--- src/rtl/debug_unit_receive_if.sv ---
// Command/bus bundle between the debug receive front end and its neighbours.
// The master side drives the UART, halt and transmit-done inputs.
// The slave side (debug_unit_receive) drives memory writes and core controls.
interface debug_unit_receive_if #(
  parameter int N_BITS_INSTR = 32,
  parameter int N_BITS_UART  = 8,
  parameter int N_BITS_ADDR  = 8,
  parameter int NB_STATE     = 3
);
  logic [N_BITS_UART-1:0]  i_uart_rx_data;
  logic                    i_uart_rx_done;
  logic                    i_halt;
  logic                    i_tx_done;
  logic                    o_instr_wr_en;
  logic [N_BITS_ADDR-1:0]  o_instr_addr;
  logic [N_BITS_INSTR-1:0] o_instr_data;
  logic                    o_program_loaded;
  logic                    o_execution_mode;
  logic                    o_step;
  logic                    o_run;
  logic [NB_STATE-1:0]     o_state;

  modport master (
    output i_uart_rx_data, i_uart_rx_done, i_halt, i_tx_done,
    input  o_instr_wr_en, o_instr_addr, o_instr_data, o_program_loaded,
           o_execution_mode, o_step, o_run, o_state
  );

  modport slave (
    input  i_uart_rx_data, i_uart_rx_done, i_halt, i_tx_done,
    output o_instr_wr_en, o_instr_addr, o_instr_data, o_program_loaded,
           o_execution_mode, o_step, o_run, o_state
  );
endinterface

--- src/rtl/debug_unit_receive.sv ---
// Debug unit command front end: decodes UART command bytes, loads programs
// into instruction memory word by word (LSB byte first) and drives the
// continuous-run / single-step controls of the core.
module debug_unit_receive #(
  parameter int N_BITS_INSTR = 32,
  parameter int N_BITS_UART  = 8,
  parameter int N_BITS_ADDR  = 8,
  parameter int NB_STATE     = 3
) (
  input logic                 i_clock,
  input logic                 i_reset,
  debug_unit_receive_if.slave bus
);

  localparam int BYTES_PER_WORD = N_BITS_INSTR / N_BITS_UART;
  localparam int BW             = $clog2(BYTES_PER_WORD);

  localparam logic [N_BITS_UART-1:0] CMD_LOAD = 8'h4C;
  localparam logic [N_BITS_UART-1:0] CMD_CONT = 8'h43;
  localparam logic [N_BITS_UART-1:0] CMD_STEP = 8'h53;
  localparam logic [N_BITS_UART-1:0] CMD_NEXT = 8'h4E;
  localparam logic [N_BITS_UART-1:0] CMD_EXIT = 8'h45;

  typedef enum logic [NB_STATE-1:0] {
    IDLE       = NB_STATE'(0),
    LOAD_COUNT = NB_STATE'(1),
    LOAD_BYTES = NB_STATE'(2),
    WRITE      = NB_STATE'(3),
    RUN_CONT   = NB_STATE'(4),
    STEP_WAIT  = NB_STATE'(5),
    STEP_BUSY  = NB_STATE'(6)
  } state_t;

  state_t                  state_q, state_d;
  logic [BW-1:0]           byte_cnt_q, byte_cnt_d;
  logic [N_BITS_INSTR-1:0] shift_q, shift_d;
  logic [N_BITS_ADDR-1:0]  count_q, count_d;
  logic [N_BITS_ADDR-1:0]  index_q, index_d;
  logic [N_BITS_ADDR-1:0]  addr_q, addr_d;
  logic [N_BITS_INSTR-1:0] data_q, data_d;
  logic                    loaded_q, loaded_d;
  logic                    mode_q, mode_d;
  logic                    step_q, step_d;
  logic                    halt_seen_q, halt_seen_d;

  logic                    rx_valid;
  logic [N_BITS_UART-1:0]  rx_byte;
  logic                    last_byte;
  logic                    last_word;
  logic                    halt_any;
  logic [N_BITS_INSTR-1:0] shift_ins;

  assign rx_valid  = bus.i_uart_rx_done;
  assign rx_byte   = bus.i_uart_rx_data;
  assign last_byte = (byte_cnt_q == BW'(BYTES_PER_WORD - 1));
  assign last_word = (index_q == count_q - N_BITS_ADDR'(1));
  assign halt_any  = halt_seen_q | bus.i_halt;

  // Current word with the incoming byte dropped into its lane.
  always_comb begin
    // NOTE: every combinational output gets a default first so no path leaves it unassigned (no latch).
    shift_ins = shift_q;
    for (int k = 0; k < BYTES_PER_WORD; k++) begin
      if (byte_cnt_q == BW'(k)) shift_ins[k*N_BITS_UART +: N_BITS_UART] = rx_byte;
    end
  end

  // State register.
  always_ff @(posedge i_clock) begin
    // NOTE: sequential state uses non-blocking assignments so all flops update together.
    if (i_reset) state_q <= IDLE;
    else         state_q <= state_d;
  end

  // Next-state decode from command bytes, halt and transmit-done.
  always_comb begin
    state_d = state_q;
    unique case (state_q)
      IDLE: if (rx_valid) begin
        if (rx_byte == CMD_LOAD)                  state_d = LOAD_COUNT;
        else if (rx_byte == CMD_CONT && loaded_q) state_d = RUN_CONT;
        else if (rx_byte == CMD_STEP && loaded_q) state_d = STEP_WAIT;
      end
      LOAD_COUNT: if (rx_valid) state_d = (rx_byte == '0) ? IDLE : LOAD_BYTES;
      LOAD_BYTES: if (rx_valid && last_byte) state_d = WRITE;
      WRITE:      state_d = last_word ? IDLE : LOAD_BYTES;
      RUN_CONT:   if (bus.i_halt) state_d = IDLE;
      STEP_WAIT: if (rx_valid) begin
        if (rx_byte == CMD_NEXT)      state_d = STEP_BUSY;
        else if (rx_byte == CMD_EXIT) state_d = IDLE;
      end
      STEP_BUSY:  if (bus.i_tx_done) state_d = halt_any ? IDLE : STEP_WAIT;
      default:    state_d = IDLE;
    endcase
  end

  // Datapath updates: byte assembly, word indexing, mode, step and halt latch.
  always_comb begin
    byte_cnt_d  = byte_cnt_q;
    shift_d     = shift_q;
    count_d     = count_q;
    index_d     = index_q;
    addr_d      = addr_q;
    data_d      = data_q;
    loaded_d    = loaded_q;
    mode_d      = mode_q;
    step_d      = 1'b0;
    halt_seen_d = halt_seen_q;
    unique case (state_q)
      IDLE: if (rx_valid) begin
        if (rx_byte == CMD_LOAD)                  loaded_d = 1'b0;
        else if (rx_byte == CMD_CONT && loaded_q) mode_d   = 1'b0;
        else if (rx_byte == CMD_STEP && loaded_q) mode_d   = 1'b1;
      end
      LOAD_COUNT: if (rx_valid && rx_byte != '0) begin
        count_d    = N_BITS_ADDR'(rx_byte);
        index_d    = '0;
        byte_cnt_d = '0;
      end
      LOAD_BYTES: if (rx_valid) begin
        shift_d    = shift_ins;
        byte_cnt_d = byte_cnt_q + BW'(1);
        if (last_byte) begin
          data_d = shift_ins;
          addr_d = index_q;
        end
      end
      WRITE: begin
        if (last_word) begin
          loaded_d = 1'b1;
        end else begin
          index_d = index_q + N_BITS_ADDR'(1);
          // A byte landing in the write cycle starts the next word (lane 0).
          if (rx_valid) begin
            shift_d    = shift_ins;
            byte_cnt_d = BW'(1);
          end
        end
      end
      STEP_WAIT: if (rx_valid) begin
        if (rx_byte == CMD_NEXT) begin
          step_d      = 1'b1;
          halt_seen_d = 1'b0;
        end else if (rx_byte == CMD_EXIT) begin
          mode_d = 1'b0;
        end
      end
      STEP_BUSY: begin
        halt_seen_d = halt_any;
        if (bus.i_tx_done) begin
          halt_seen_d = 1'b0;
          if (halt_any) mode_d = 1'b0;
        end
      end
      default: ;
    endcase
  end

  // Datapath registers, all cleared by reset.
  always_ff @(posedge i_clock) begin
    if (i_reset) begin
      byte_cnt_q  <= '0;
      shift_q     <= '0;
      count_q     <= '0;
      index_q     <= '0;
      addr_q      <= '0;
      data_q      <= '0;
      loaded_q    <= 1'b0;
      mode_q      <= 1'b0;
      step_q      <= 1'b0;
      halt_seen_q <= 1'b0;
    end else begin
      byte_cnt_q  <= byte_cnt_d;
      shift_q     <= shift_d;
      count_q     <= count_d;
      index_q     <= index_d;
      addr_q      <= addr_d;
      data_q      <= data_d;
      loaded_q    <= loaded_d;
      mode_q      <= mode_d;
      step_q      <= step_d;
      halt_seen_q <= halt_seen_d;
    end
  end

  // Outputs: write strobe and run follow the state; the rest are registers.
  always_comb begin
    bus.o_instr_wr_en    = (state_q == WRITE);
    bus.o_run            = (state_q == RUN_CONT);
    bus.o_state          = state_q;
    bus.o_instr_addr     = addr_q;
    bus.o_instr_data     = data_q;
    bus.o_program_loaded = loaded_q;
    bus.o_execution_mode = mode_q;
    bus.o_step           = step_q;
  end

endmodule

--- src/flat_wrapper.sv ---
// flat-port wrapper written by rule: the top's interface ports become plain ports
module debug_unit_receive_flat 
#(
  parameter int N_BITS_INSTR = 32,
  parameter int N_BITS_UART  = 8,
  parameter int N_BITS_ADDR  = 8,
  parameter int NB_STATE     = 3
)
  (i_clock, i_reset, bus_i_uart_rx_data, bus_i_uart_rx_done, bus_i_halt, bus_i_tx_done, bus_o_instr_wr_en, bus_o_instr_addr, bus_o_instr_data, bus_o_program_loaded, bus_o_execution_mode, bus_o_step, bus_o_run, bus_o_state);
  debug_unit_receive_if #(.N_BITS_INSTR(N_BITS_INSTR), .N_BITS_UART(N_BITS_UART), .N_BITS_ADDR(N_BITS_ADDR), .NB_STATE(NB_STATE)) bus_i ();
  input logic i_clock;
  input logic i_reset;
  input wire logic [$bits(bus_i.i_uart_rx_data)-1:0] bus_i_uart_rx_data;
  input wire logic [$bits(bus_i.i_uart_rx_done)-1:0] bus_i_uart_rx_done;
  input wire logic [$bits(bus_i.i_halt)-1:0] bus_i_halt;
  input wire logic [$bits(bus_i.i_tx_done)-1:0] bus_i_tx_done;
  output wire logic [$bits(bus_i.o_instr_wr_en)-1:0] bus_o_instr_wr_en;
  output wire logic [$bits(bus_i.o_instr_addr)-1:0] bus_o_instr_addr;
  output wire logic [$bits(bus_i.o_instr_data)-1:0] bus_o_instr_data;
  output wire logic [$bits(bus_i.o_program_loaded)-1:0] bus_o_program_loaded;
  output wire logic [$bits(bus_i.o_execution_mode)-1:0] bus_o_execution_mode;
  output wire logic [$bits(bus_i.o_step)-1:0] bus_o_step;
  output wire logic [$bits(bus_i.o_run)-1:0] bus_o_run;
  output wire logic [$bits(bus_i.o_state)-1:0] bus_o_state;
  assign bus_i.i_uart_rx_data = bus_i_uart_rx_data;
  assign bus_i.i_uart_rx_done = bus_i_uart_rx_done;
  assign bus_i.i_halt = bus_i_halt;
  assign bus_i.i_tx_done = bus_i_tx_done;
  assign bus_o_instr_wr_en = bus_i.o_instr_wr_en;
  assign bus_o_instr_addr = bus_i.o_instr_addr;
  assign bus_o_instr_data = bus_i.o_instr_data;
  assign bus_o_program_loaded = bus_i.o_program_loaded;
  assign bus_o_execution_mode = bus_i.o_execution_mode;
  assign bus_o_step = bus_i.o_step;
  assign bus_o_run = bus_i.o_run;
  assign bus_o_state = bus_i.o_state;
  debug_unit_receive #(.N_BITS_INSTR(N_BITS_INSTR), .N_BITS_UART(N_BITS_UART), .N_BITS_ADDR(N_BITS_ADDR), .NB_STATE(NB_STATE)) u_core (.i_clock(i_clock), .i_reset(i_reset), .bus(bus_i));
endmodule
--- config.mk ---
export PLATFORM = sky130hd
export DESIGN_NAME = debug_unit_receive_flat
export DESIGN_NICKNAME = d
export VERILOG_FILES = /design/src/rtl/debug_unit_receive_if.sv /design/src/rtl/debug_unit_receive.sv /design/src/flat_wrapper.sv
export SDC_FILE = /design/constraint.sdc
export NUM_CORES = 1
export LEC_CHECK = 0
export CORE_MARGIN = 3
export CORE_UTILIZATION = 45
export DETAILED_ROUTE_END_ITERATION = 8
export PLACE_DENSITY_LB_ADDON = 0.08
export SYNTH_ARGS = -nofsm -noshare
export SYNTH_HDL_FRONTEND = slang
export SYNTH_SLANG_ARGS = --single-unit
--- constraint.sdc ---
create_clock -name i_clock -period 2 [get_ports i_clock]
set_input_delay 0.4 -clock i_clock [delete_from_list [all_inputs] [get_ports i_clock]]
set_output_delay 0.4 -clock i_clock [all_outputs]
set_load 0.1 [all_outputs]
==> flow_summary.yaml <==
layout:
  nFillCells: 837
  antennaDiodeCount: 0
  nets: 602
  syn_to_final_growth_pct: 32.0
  utilization_pct: 61.7
  drive_gt1_share_pct: 28.4
clock_tree:
  clk_latency_ns: 0.35
  cts_root_buf: "clkbuf_8"
  cts_tree: "done"
  clk_pin_slew_worst_paths_ns: 0.09
  cts_buffers: 9
  htree_levels: 3
  clk_path_buf_depth: 2
  cts.sinks: 89
timing:
  slew_headroom_pct: 67.3
  hold_slack_ns: 0.415
  worstMarginPinSlew_ns: 0.489
  grt_setup_unrepaired: "true"
  setup_violations: 33
  tns_ns: -1.76
  fin_skew_ns: 0.0109
  fmaxAchievable_ghz: 0.476
  period_needed_ns: 2.10
  finalCritPeriodShare_pct: 105
  maxSlewViolCount: 0
  hold_violations: 0
  setup_slack_ns: -0.100
pwr:
  ir_worst_vdd_v: 0.000723
  p_leak_nw: 2.27
  power_density_mw_per_mm2: 898
detailed_routing:
  drtPass1Iterations: 4
  drtAntennaViolNets: 0
  drtIter0Drc: 86
  viasPerCell: 5.26
  routedWlPerCell_um: 15.0
  routed_wl_um: 10800
  drc_errors: 0
  vias: 3770
synthesis:
  synth_most_common_cell: "dfxtp_1"
  syn_nets: 513
  synth_flop_cell: "dfxtp_1"
  synth_edf_count: 0
  ys_warn_count: 0
  synth_area_leaders: "dfxtp_1 (41%), mux2i_1 (14%), nor2_1 (6.1%)"
  synth_top_family_by_area: "simple AND/OR/NAND/NOR gates"
  synth-seq-area-share_pct: 41.1
  synth_cell_type_count: 56
  synth_fa_ha_area_share_pct: 1.73
  synthTopCellsByCount: "dfxtp_1 (89), nor2_1 (71), mux2i_1 (62), nand2_1 (56), clkbuf_1 (28)"
  synth_top_cell_area_share_pct: 41.1
  async_reset_ff_share_pct: 0
  synth_simple_gate_area_share_pct: 21.5
  syn_inst: 494
  synth_compound_area_share_pct: 14.3
  synth_xor_area_share_pct: 2.02
  syn_area_mm2: 0.00434
  syn_area_per_cell_um2: 8.78
  synthMuxAreaShare_pct: 14.7
  yosysTopAreaCell: "dfxtp_1"
  ys_ff_latch: 89
floorplan:
  start_util_pct: 46.7
  ios: 61
  row_count: 35
  fp.dieH_um: 104
  dieArea_mm2: 0.0109
  die_w_um: 104
  core_area_mm2: 0.00928
worst_setup_path:
  crit_cells: 10
  crit_type: "reg -> reg"
  path_buf_inv: 2
  end_kind: "flip-flop"
  critPathRequiredTime_ns: 2.25
  slowest_stage: "dfxtp_2"
  critPathTopFamily: "simple AND/OR/NAND/NOR gates"
  arrival_ns: 2.35
  cp-start-kind: "flip-flop"
  worstPathCellList: "inv_2 -> ha_4 -> xnor2_1 -> a211o_1 -> nor3_2 -> and4b_2 -> buf_12 -> a21oi_4 -> and3_4 -> o21a_1"
  cp_max_fo: 7
  cpPeakStageDelay_ns: 0.34
  r2r_cells: 10
grt:
  grt_max_degree: 61
  first_global_vias: 3688
  grt.overflow.total: 0
  grt_usage_pct: 20.2
  antenna_found_initial: 0
  grt_pass1_wl_um: 18200
job:
  cap_violations: 0
min_path:
  whs_path_depth: 3
  hold_class: "in -> reg"
placement:
  gp_congestion: 0.864
  hpwl_um: 7440
  io_buffers: 60
status:
  status: "finished, violations left"
  violations: "setup timing"
==> flip-flops by register name, summed over array words and instances (netlist names) <==
name	count
u_core.halt_seen_q	1
u_core.bus.o_execution_mode	1
u_core.bus.o_program_loaded	1
u_core.byte_cnt_q	2
u_core.bus.o_instr_addr	8
u_core.bus.o_instr_data	32
u_core.bus.o_step	1
u_core.count_q	8
u_core.index_q	8
u_core.shift_q	24
u_core.bus.o_state	3
==> layout make-up <==
type | instances | area [um2] | share of cell area (%)
clock buffers | 9 | 124 | 2.16
well taps | 129 | 161 | 2.82
clock inverters | 7 | 60.1 | 1.05
multi-input cells | 358 | 2480 | 43.2
inverters | 7 | 26.3 | 0.459
flip-flops and latches | 89 | 1800 | 31.4
repair buffers | 118 | 1080 | 18.9
==> where the power goes <==
group          leakage (nW)  switching [W]  internal [W]
Clock                0.0901       0.000709      0.000476
Combinational          1.46        0.00115      0.000810
Sequential            0.722       0.000135       0.00186
Total                  2.27        0.00200       0.00315
==> layout by cell type (no fill, tap or decap), types with 5 or more instances in the layout <==
cell type,instances
a211oi_1,25
buf_12,12
ha_1,5
nand3_1,6
xnor2_1,7
mux2i_1,62
a31oi_1,5
nand2b_1,7
a21oi_1,25
and4_1,5
nor3_1,5
inv_1,5
dlymetal6s2s_1,6
nor2_1,70
nand2_1,56
o21ai_0,8
buf_4,92
clkbuf_8,9
a21oi_2,5
dfxtp_1,82
==> layer usage <==
| metal | up-vias | wire length, um | GRT usage [%] |
|---|---|---|---|
| met1 | 1808 | 5090 | 26.4 |
| li1 | 1894 | - | - |
| met2 | 59 | 5300 | 34.4 |
| met3 | 9 | 288 | 3.41 |
| met5 | - | 0 | 0 |
| met4 | 0 | 109 | 5.89 |
==> final timing paths <==
check,slack [ns],endpoint,start
min reg2reg,0.46,u_core.bus.o_instr_addr[4]$_SDFFE_PP0P_,u_core.bus.o_instr_addr[4]$_SDFFE_PP0P_
max reg2reg,-0.10,u_core.index_q[6]$_SDFFE_PP0P_,u_core.count_q[0]$_SDFFE_PP0P_
max,-0.10,u_core.index_q[6]$_SDFFE_PP0P_,u_core.count_q[0]$_SDFFE_PP0P_
min,0.41,u_core.index_q[0]$_SDFFE_PP0P_,i_reset
==> metrics by stage <==
stage          cells  cell area (um2)  setup slack, ns  power [W]
2_1_floorplan    494             4370           -0.122    0.00325
3_3_place_gp     697             5410           -0.377    0.00383
3_5_place_dp     697             5410           -0.424    0.00384
4_1_cts          717             5650          -0.0843    0.00508
5_1_grt          717             5730           -0.178    0.00542
6_report         717             5730           -0.100    0.00514
==> kinds of logic (layout without fill, tap and decap cells) <==
group,Yosys count,after routing
and+or+nand+nor,190,190
DFF,89,89
AOI/OAI and AO/OA,88,89
muxes,63,63
buffers and inverters,48,141
xor gates and xnor gates,10,10
adders and majority gates,6,6
==> worst min-delay path, stage by stage <==
cell and delay (ns):
buf_2 0.14, or3_1 0.12, mux2i_1 0.06
==> what timing repair did <==
item / 4_1_cts / 5_1_grt
pin swaps: 7 / 15
cloned: 1 / 0
hold buffers: 0 / 0
buffers inserted: 6 / 3
gates resized for setup: 13 / 18
endpoints found under the setup margin: 38 / 43
Power figures use the tool's default switching activity.
